### src/rtl/icache_if.sv
// icache_if: fetch <-> icache <-> memory link.
//   proc2Icache_addr        fetch byte address (from ifetch)
//   Icache2proc_data        64-bit line for the current address
//   Icache2proc_data_valid  line is a hit for this cycle's address
//   proc2Imem_command       BUS_NONE / BUS_LOAD
//   proc2Imem_addr          line address of the outstanding load, 0 otherwise
//   Imem2proc_response      nonzero = load accepted, value is its tag
//   Imem2proc_data          fill data
//   Imem2proc_tag           nonzero = fill data belongs to this tag
// slave modport is the cache; master modport is the environment driving it.
interface icache_if;
    localparam int XLEN = 32;

    logic [XLEN-1:0] proc2Icache_addr;
    logic [63:0]     Icache2proc_data;
    logic            Icache2proc_data_valid;
    logic [1:0]      proc2Imem_command;
    logic [XLEN-1:0] proc2Imem_addr;
    logic [3:0]      Imem2proc_response;
    logic [63:0]     Imem2proc_data;
    logic [3:0]      Imem2proc_tag;

    modport slave (
        input  proc2Icache_addr,
        output Icache2proc_data,
        output Icache2proc_data_valid,
        output proc2Imem_command,
        output proc2Imem_addr,
        input  Imem2proc_response,
        input  Imem2proc_data,
        input  Imem2proc_tag
    );

    modport master (
        output proc2Icache_addr,
        input  Icache2proc_data,
        input  Icache2proc_data_valid,
        input  proc2Imem_command,
        input  proc2Imem_addr,
        output Imem2proc_response,
        output Imem2proc_data,
        output Imem2proc_tag
    );
endinterface

### src/rtl/icache.sv
// icache: direct-mapped instruction cache, 8-byte lines.
//   clock  system clock, rising edge
//   reset  asynchronous, active-high; clears valid bits and the miss FSM
//   bus    icache_if.slave (fetch request/response and memory load bus)
// A miss issues one tagged BUS_LOAD; the fill is written at the edge the
// matching tag arrives and the address hits from the following cycle.
module icache #(
    parameter  int NUM_LINES = 32,
    localparam int IDX_BITS  = $clog2(NUM_LINES)
) (
    input  logic     clock,
    input  logic     reset,
    icache_if.slave  bus
);
    localparam int XLEN = 32;
    localparam int TAG_BITS = XLEN - 3 - IDX_BITS;
    localparam logic [1:0] BUS_NONE = 2'h0;
    localparam logic [1:0] BUS_LOAD = 2'h1;

    typedef enum logic [1:0] {IDLE = 2'd0, REQ = 2'd1, WAIT = 2'd2} state_t;

    logic [63:0]         data_mem [NUM_LINES];
    logic [TAG_BITS-1:0] tag_mem  [NUM_LINES];

    state_t              state_q, state_d;
    logic [NUM_LINES-1:0] valid_q, valid_d;
    logic [1:0]          cmd_q, cmd_d;
    logic [XLEN-1:0]     mem_addr_q, mem_addr_d;
    logic [XLEN-4:0]     fill_line_q, fill_line_d;
    logic [3:0]          pend_tag_q, pend_tag_d;

    logic [IDX_BITS-1:0] req_idx;
    logic [TAG_BITS-1:0] req_tag;
    logic [IDX_BITS-1:0] fill_idx;
    logic [TAG_BITS-1:0] fill_tag;
    logic                hit;
    logic                fill_we;
    logic                unused_offset;

    assign unused_offset = &{1'b0, bus.proc2Icache_addr[2:0]};

    assign req_idx  = bus.proc2Icache_addr[3 +: IDX_BITS];
    assign req_tag  = bus.proc2Icache_addr[XLEN-1 : 3+IDX_BITS];
    assign fill_idx = fill_line_q[IDX_BITS-1:0];
    assign fill_tag = fill_line_q[XLEN-4 : IDX_BITS];
    assign hit      = valid_q[req_idx] && (tag_mem[req_idx] == req_tag);

    // While a miss is outstanding the fetch is held off even if a redirected
    // address happens to be resident; it is re-evaluated once back in IDLE.
    assign bus.Icache2proc_data_valid = hit && (state_q == IDLE);
    assign bus.Icache2proc_data       = bus.Icache2proc_data_valid ? data_mem[req_idx] : 64'h0;
    assign bus.proc2Imem_command      = cmd_q;
    assign bus.proc2Imem_addr         = mem_addr_q;

    always_comb begin
        state_d     = state_q;
        valid_d     = valid_q;
        cmd_d       = cmd_q;
        mem_addr_d  = mem_addr_q;
        fill_line_d = fill_line_q;
        pend_tag_d  = pend_tag_q;
        fill_we     = 1'b0;
        case (state_q)
            IDLE: begin
                if (!hit) begin
                    state_d     = REQ;
                    cmd_d       = BUS_LOAD;
                    mem_addr_d  = {bus.proc2Icache_addr[XLEN-1:3], 3'b000};
                    fill_line_d = bus.proc2Icache_addr[XLEN-1:3];
                end
            end
            REQ: begin
                if (bus.Imem2proc_response != 4'h0) begin
                    state_d    = WAIT;
                    pend_tag_d = bus.Imem2proc_response;
                    cmd_d      = BUS_NONE;
                    mem_addr_d = '0;
                end
            end
            WAIT: begin
                if ((bus.Imem2proc_tag != 4'h0) && (bus.Imem2proc_tag == pend_tag_q)) begin
                    fill_we           = 1'b1;
                    valid_d[fill_idx] = 1'b1;
                    pend_tag_d        = 4'h0;
                    state_d           = IDLE;
                end
            end
            default: begin
                state_d    = IDLE;
                cmd_d      = BUS_NONE;
                mem_addr_d = '0;
                pend_tag_d = 4'h0;
            end
        endcase
    end

    always_ff @(posedge clock or posedge reset) begin
        if (reset) begin
            state_q     <= IDLE;
            valid_q     <= '0;
            cmd_q       <= BUS_NONE;
            mem_addr_q  <= '0;
            fill_line_q <= '0;
            pend_tag_q  <= 4'h0;
        end else begin
            state_q     <= state_d;
            valid_q     <= valid_d;
            cmd_q       <= cmd_d;
            mem_addr_q  <= mem_addr_d;
            fill_line_q <= fill_line_d;
            pend_tag_q  <= pend_tag_d;
        end
    end

    always_ff @(posedge clock) begin
        if (fill_we) begin
            data_mem[fill_idx] <= bus.Imem2proc_data;
            tag_mem[fill_idx]  <= fill_tag;
        end
    end
endmodule

### src/flat_wrapper.sv
// flat-port wrapper written by rule: the top's interface ports become plain ports
module icache_flat 
#(
    parameter  int NUM_LINES = 32,
    localparam int IDX_BITS  = $clog2(NUM_LINES)
)
  (clock, reset, bus_proc2Icache_addr, bus_Icache2proc_data, bus_Icache2proc_data_valid, bus_proc2Imem_command, bus_proc2Imem_addr, bus_Imem2proc_response, bus_Imem2proc_data, bus_Imem2proc_tag);
  icache_if bus_i ();
  input  logic clock;
  input  logic reset;
  input wire logic [$bits(bus_i.proc2Icache_addr)-1:0] bus_proc2Icache_addr;
  output wire logic [$bits(bus_i.Icache2proc_data)-1:0] bus_Icache2proc_data;
  output wire logic [$bits(bus_i.Icache2proc_data_valid)-1:0] bus_Icache2proc_data_valid;
  output wire logic [$bits(bus_i.proc2Imem_command)-1:0] bus_proc2Imem_command;
  output wire logic [$bits(bus_i.proc2Imem_addr)-1:0] bus_proc2Imem_addr;
  input wire logic [$bits(bus_i.Imem2proc_response)-1:0] bus_Imem2proc_response;
  input wire logic [$bits(bus_i.Imem2proc_data)-1:0] bus_Imem2proc_data;
  input wire logic [$bits(bus_i.Imem2proc_tag)-1:0] bus_Imem2proc_tag;
  assign bus_i.proc2Icache_addr = bus_proc2Icache_addr;
  assign bus_Icache2proc_data = bus_i.Icache2proc_data;
  assign bus_Icache2proc_data_valid = bus_i.Icache2proc_data_valid;
  assign bus_proc2Imem_command = bus_i.proc2Imem_command;
  assign bus_proc2Imem_addr = bus_i.proc2Imem_addr;
  assign bus_i.Imem2proc_response = bus_Imem2proc_response;
  assign bus_i.Imem2proc_data = bus_Imem2proc_data;
  assign bus_i.Imem2proc_tag = bus_Imem2proc_tag;
  icache #(.NUM_LINES(NUM_LINES)) u_core (.clock(clock), .reset(reset), .bus(bus_i));
endmodule
### config.mk
export PLATFORM = sky130hd
export DESIGN_NAME = icache_flat
export DESIGN_NICKNAME = d
export VERILOG_FILES = /design/src/rtl/icache_if.sv /design/src/rtl/icache.sv /design/src/flat_wrapper.sv
export SDC_FILE = /design/constraint.sdc
export NUM_CORES = 2
export LEC_CHECK = 0
export BUFFER_PORTS_ARGS = -buffer_cell sky130_fd_sc_hd__buf_2
export CAP_MARGIN = 10
export CORE_MARGIN = 3
export CORE_UTILIZATION = 40
export CTS_CLUSTER_DIAMETER = 120
export DETAILED_ROUTE_END_ITERATION = 8
export MAX_ROUTING_LAYER = met4
export PLACE_DENSITY = 0.59
export REMOVE_ABC_BUFFERS = 1
export SLEW_MARGIN = 20
export SYNTH_ARGS = -nofsm -noshare
export SYNTH_HDL_FRONTEND = slang
export SYNTH_SLANG_ARGS = --single-unit
### constraint.sdc
create_clock -name clock -period 17.65 [get_ports clock]
set_input_delay 0.8825 -clock clock [delete_from_list [all_inputs] [get_ports clock]]
set_output_delay 0.8825 -clock clock [all_outputs]
set_load 0.1 [all_outputs]
==> reports/metrics.yaml <==
clocking:
  cts.path.max_buffers: 4
  cts_tree: "done"
  cts_sinks: 2913
  numCtsBuffers: 316
  h-tree-depth: 5
  clk_pin_slew_ps: 60
  worstSkewPairLatency_ps: 940
  root_buffer: "clkbuf_16"
  post_cts_buffers: 0
  cts_resized: 0
drt:
  wirelength_mm: 290
  drc: 0
  postRouteAntennaNets: 0
  vias_per_cell: 5.88
  initialDrtViolationCount: 6549
  vias: 54300
  first_pass_iters: 5
  wl_per_cell_microns: 31.5
placement:
  dp_hpwl_mm: 143
  port_buffers: 197
  placed_cell_area_sq_um: 118000
  place_congestion: 0.773
  dp.cells: 8664
  dp_slack_ps: 7890
logic_synthesis:
  synth_top_area_cell: "edfxtp_1"
  yosysMostFrequentCell: "edfxtp_1"
  synthArstFlopShare: 0.0333
  synth_common_cells: "edfxtp_1, mux4_2, nand2_1"
  synthSimpleGateAreaFrac: 0.0206
  ys_top_cells_by_area: "edfxtp_1, mux4_2, dfrtp_1"
  synth_top_family_by_area: "multiplexers"
  yosysWarnings: 0
  synth_top_cell_area_share: 0.752
  syn_area_per_cell_sq_um: 23.1
  postSynthCellCount: 4878
  synth_compound_area_frac: 0.0210
  synthesis.area_sq_um: 112000
  synthAdderAreaFrac: 0
  seq_area_frac_synth: 0.773
  synth_seq_cells: 2913
  ys_types: 70
  synth_enable_flop_cells: 2816
  synth_ff_type: "edfxtp_1"
  synth_xor_area_frac: 0.00241
  synthMuxAreaShare: 0.171
setup_path:
  crit_type: "input port to primary output"
  arrival_ps: 8730
  required_ps: 16770
  endpoint_kind: "primary output"
  worstPathMaxFanout: 67
  start_kind: "input port"
grt:
  grt_overflow: 0
  grt_max_degree: 110
  antenna_found_initial: 30
  grt_pass1_wl_mm: 414
  track_usage: 0.208
  grt_pass1_vias: 55000
timing:
  max_clock_freq_mhz: 104
  tns_ps: 0
  period_minus_slack_ps: 9610
  hold_ws_ps: 201
  worst_slew_pin_slew_ps: 1200
  finalSetupViolations: 0
  finalHoldViolations: 0
  maxSlewViolCount: 0
  worst_slack_ps: 8040
  period_share: 0.545
  clock_skew_ps: 79.2
  slew_headroom: 0.192
  rsz0062_at_grt: "no"
finish:
  nNetsFinal: 5365
  drive_gt1_frac: 0.318
  fin_cells: 9226
  utilization: 0.458
  synthToLayoutAreaGrowth_pct: 13.8
  finalInstanceArea_sq_um: 128000
run:
  cap_viol_max_count: 0
die:
  die-area_sq_um: 288000
  dieWidth_microns: 536
  ios: 205
  start_util: 0.402
  die_y_microns: 536
  rows: 194
  coreArea_sq_um: 280000
run_status:
  status: "finished clean"
power_and_ir_drop:
  leakage_nw: 40.7
  vdd_ir_drop_max_v: 0.0000949
  power_density_nw_per_um2: 122
  p_total_mw: 15.6
min_path:
  hp-class: "input port to flip-flop"
-- metal layers --
metal	global-route usage	routed length [microns]	share of wire	vias up
met5	-	0	0	-
met4	0.0437	5120	0.018	0
met3	0.0356	22900	0.079	385
met2	0.308	135000	0.47	2332
met1	0.304	127000	0.44	30000
li1	-	-	-	21500
-- sequential cells by signal, indices dropped and copies added (netlist names) --
register,cells
u_core.data_mem,2048
u_core.fill_line_q,29
u_core.bus.proc2Imem_command,1
u_core.bus.proc2Imem_addr,29
u_core.pend_tag_q,4
u_core.state_q,2
u_core.valid_q,32
u_core.tag_mem,768
-- layout make-up --
class	instances	area, sq um
Multi-Input combinational cell	1686	24500
Sequential cell	2913	87000
Fill cell	23200	152000
Inverter	7	41.3
Timing Repair Buffer	335	2270
Tap cell	3724	4660
Clock inverter	155	1260
Clock buffer	390	8290
Antenna cell	16	40.0
-- timing repair --
| action | CTS | global route |
|---|---|---|
| setup endpoints to repair | 0 | 0 |
| hold endpoints to repair | 43 | 0 |
| hold buffers | 1 | 0 |
-- report_power, final --
part           switching, mW  internal (mW)  total [mW]
Sequential             0.356           7.95        8.30
Clock                   2.60           3.60        6.20
Combinational          0.751          0.368        1.12
Total                   3.71           11.9        15.6
-- final timing paths --
kind                       slack, ps                 startpoint  cells after the start                             to
setup / recovery                8040    bus_proc2Icache_addr[3]                     16        bus_Icache2proc_data[8]
hold / removal                   200  bus_Imem2proc_response[0]                      2           u_core.pend_tag_q[0]
setup reg to reg               12210       u_core.pend_tag_q[3]                      9        u_core.data_mem[10][57]
hold reg to reg                  470         u_core.valid_q[24]                      1             u_core.valid_q[24]
max in group asynchronous      15870                      reset                      4             u_core.valid_q[10]
min in group asynchronous        550                      reset                      3  u_core.bus.proc2Imem_addr[11]
-- placed cells by master, fill, tap and decap left out, types with 40 or more instances in the layout --
cell type  instances
a21boi_2          49
a21oi_1           40
buf_2            193
buf_4            121
clkbuf_1          69
clkbuf_16        321
clkinv_1          65
clkinv_2          47
dfrtp_1           82
edfxtp_1        2816
mux2i_1           85
mux4_2           805
nand2_1          195
nand3_1           49
-- cells by family (layout without fill, tap and decap cells) --
| group | after synthesis | in the layout |
|---|---|---|
| DFF | 2913 | 2913 |
| muxes | 911 | 911 |
| and+or+nand+nor | 452 | 452 |
| AOI/OAI and AO/OA | 288 | 288 |
| buffers and inverters | 282 | 887 |
| xor gates and xnor gates | 31 | 31 |
| other | 1 | 20 |
-- critical path: stages --
cell and delay [ps]:
buf_8 420, buf_4 450, buf_4 550, buf_4 740, mux4_2 600, mux2i_1 210, o22ai_1 100, nor3_1 610
xor2_1 310, o21ai_0 140, or4b_2 670, buf_4 340, nor4_4 350, buf_12 490, a21boi_0 1010, buf_2 590
Note: power is estimated with default switching activity, not from simulation.
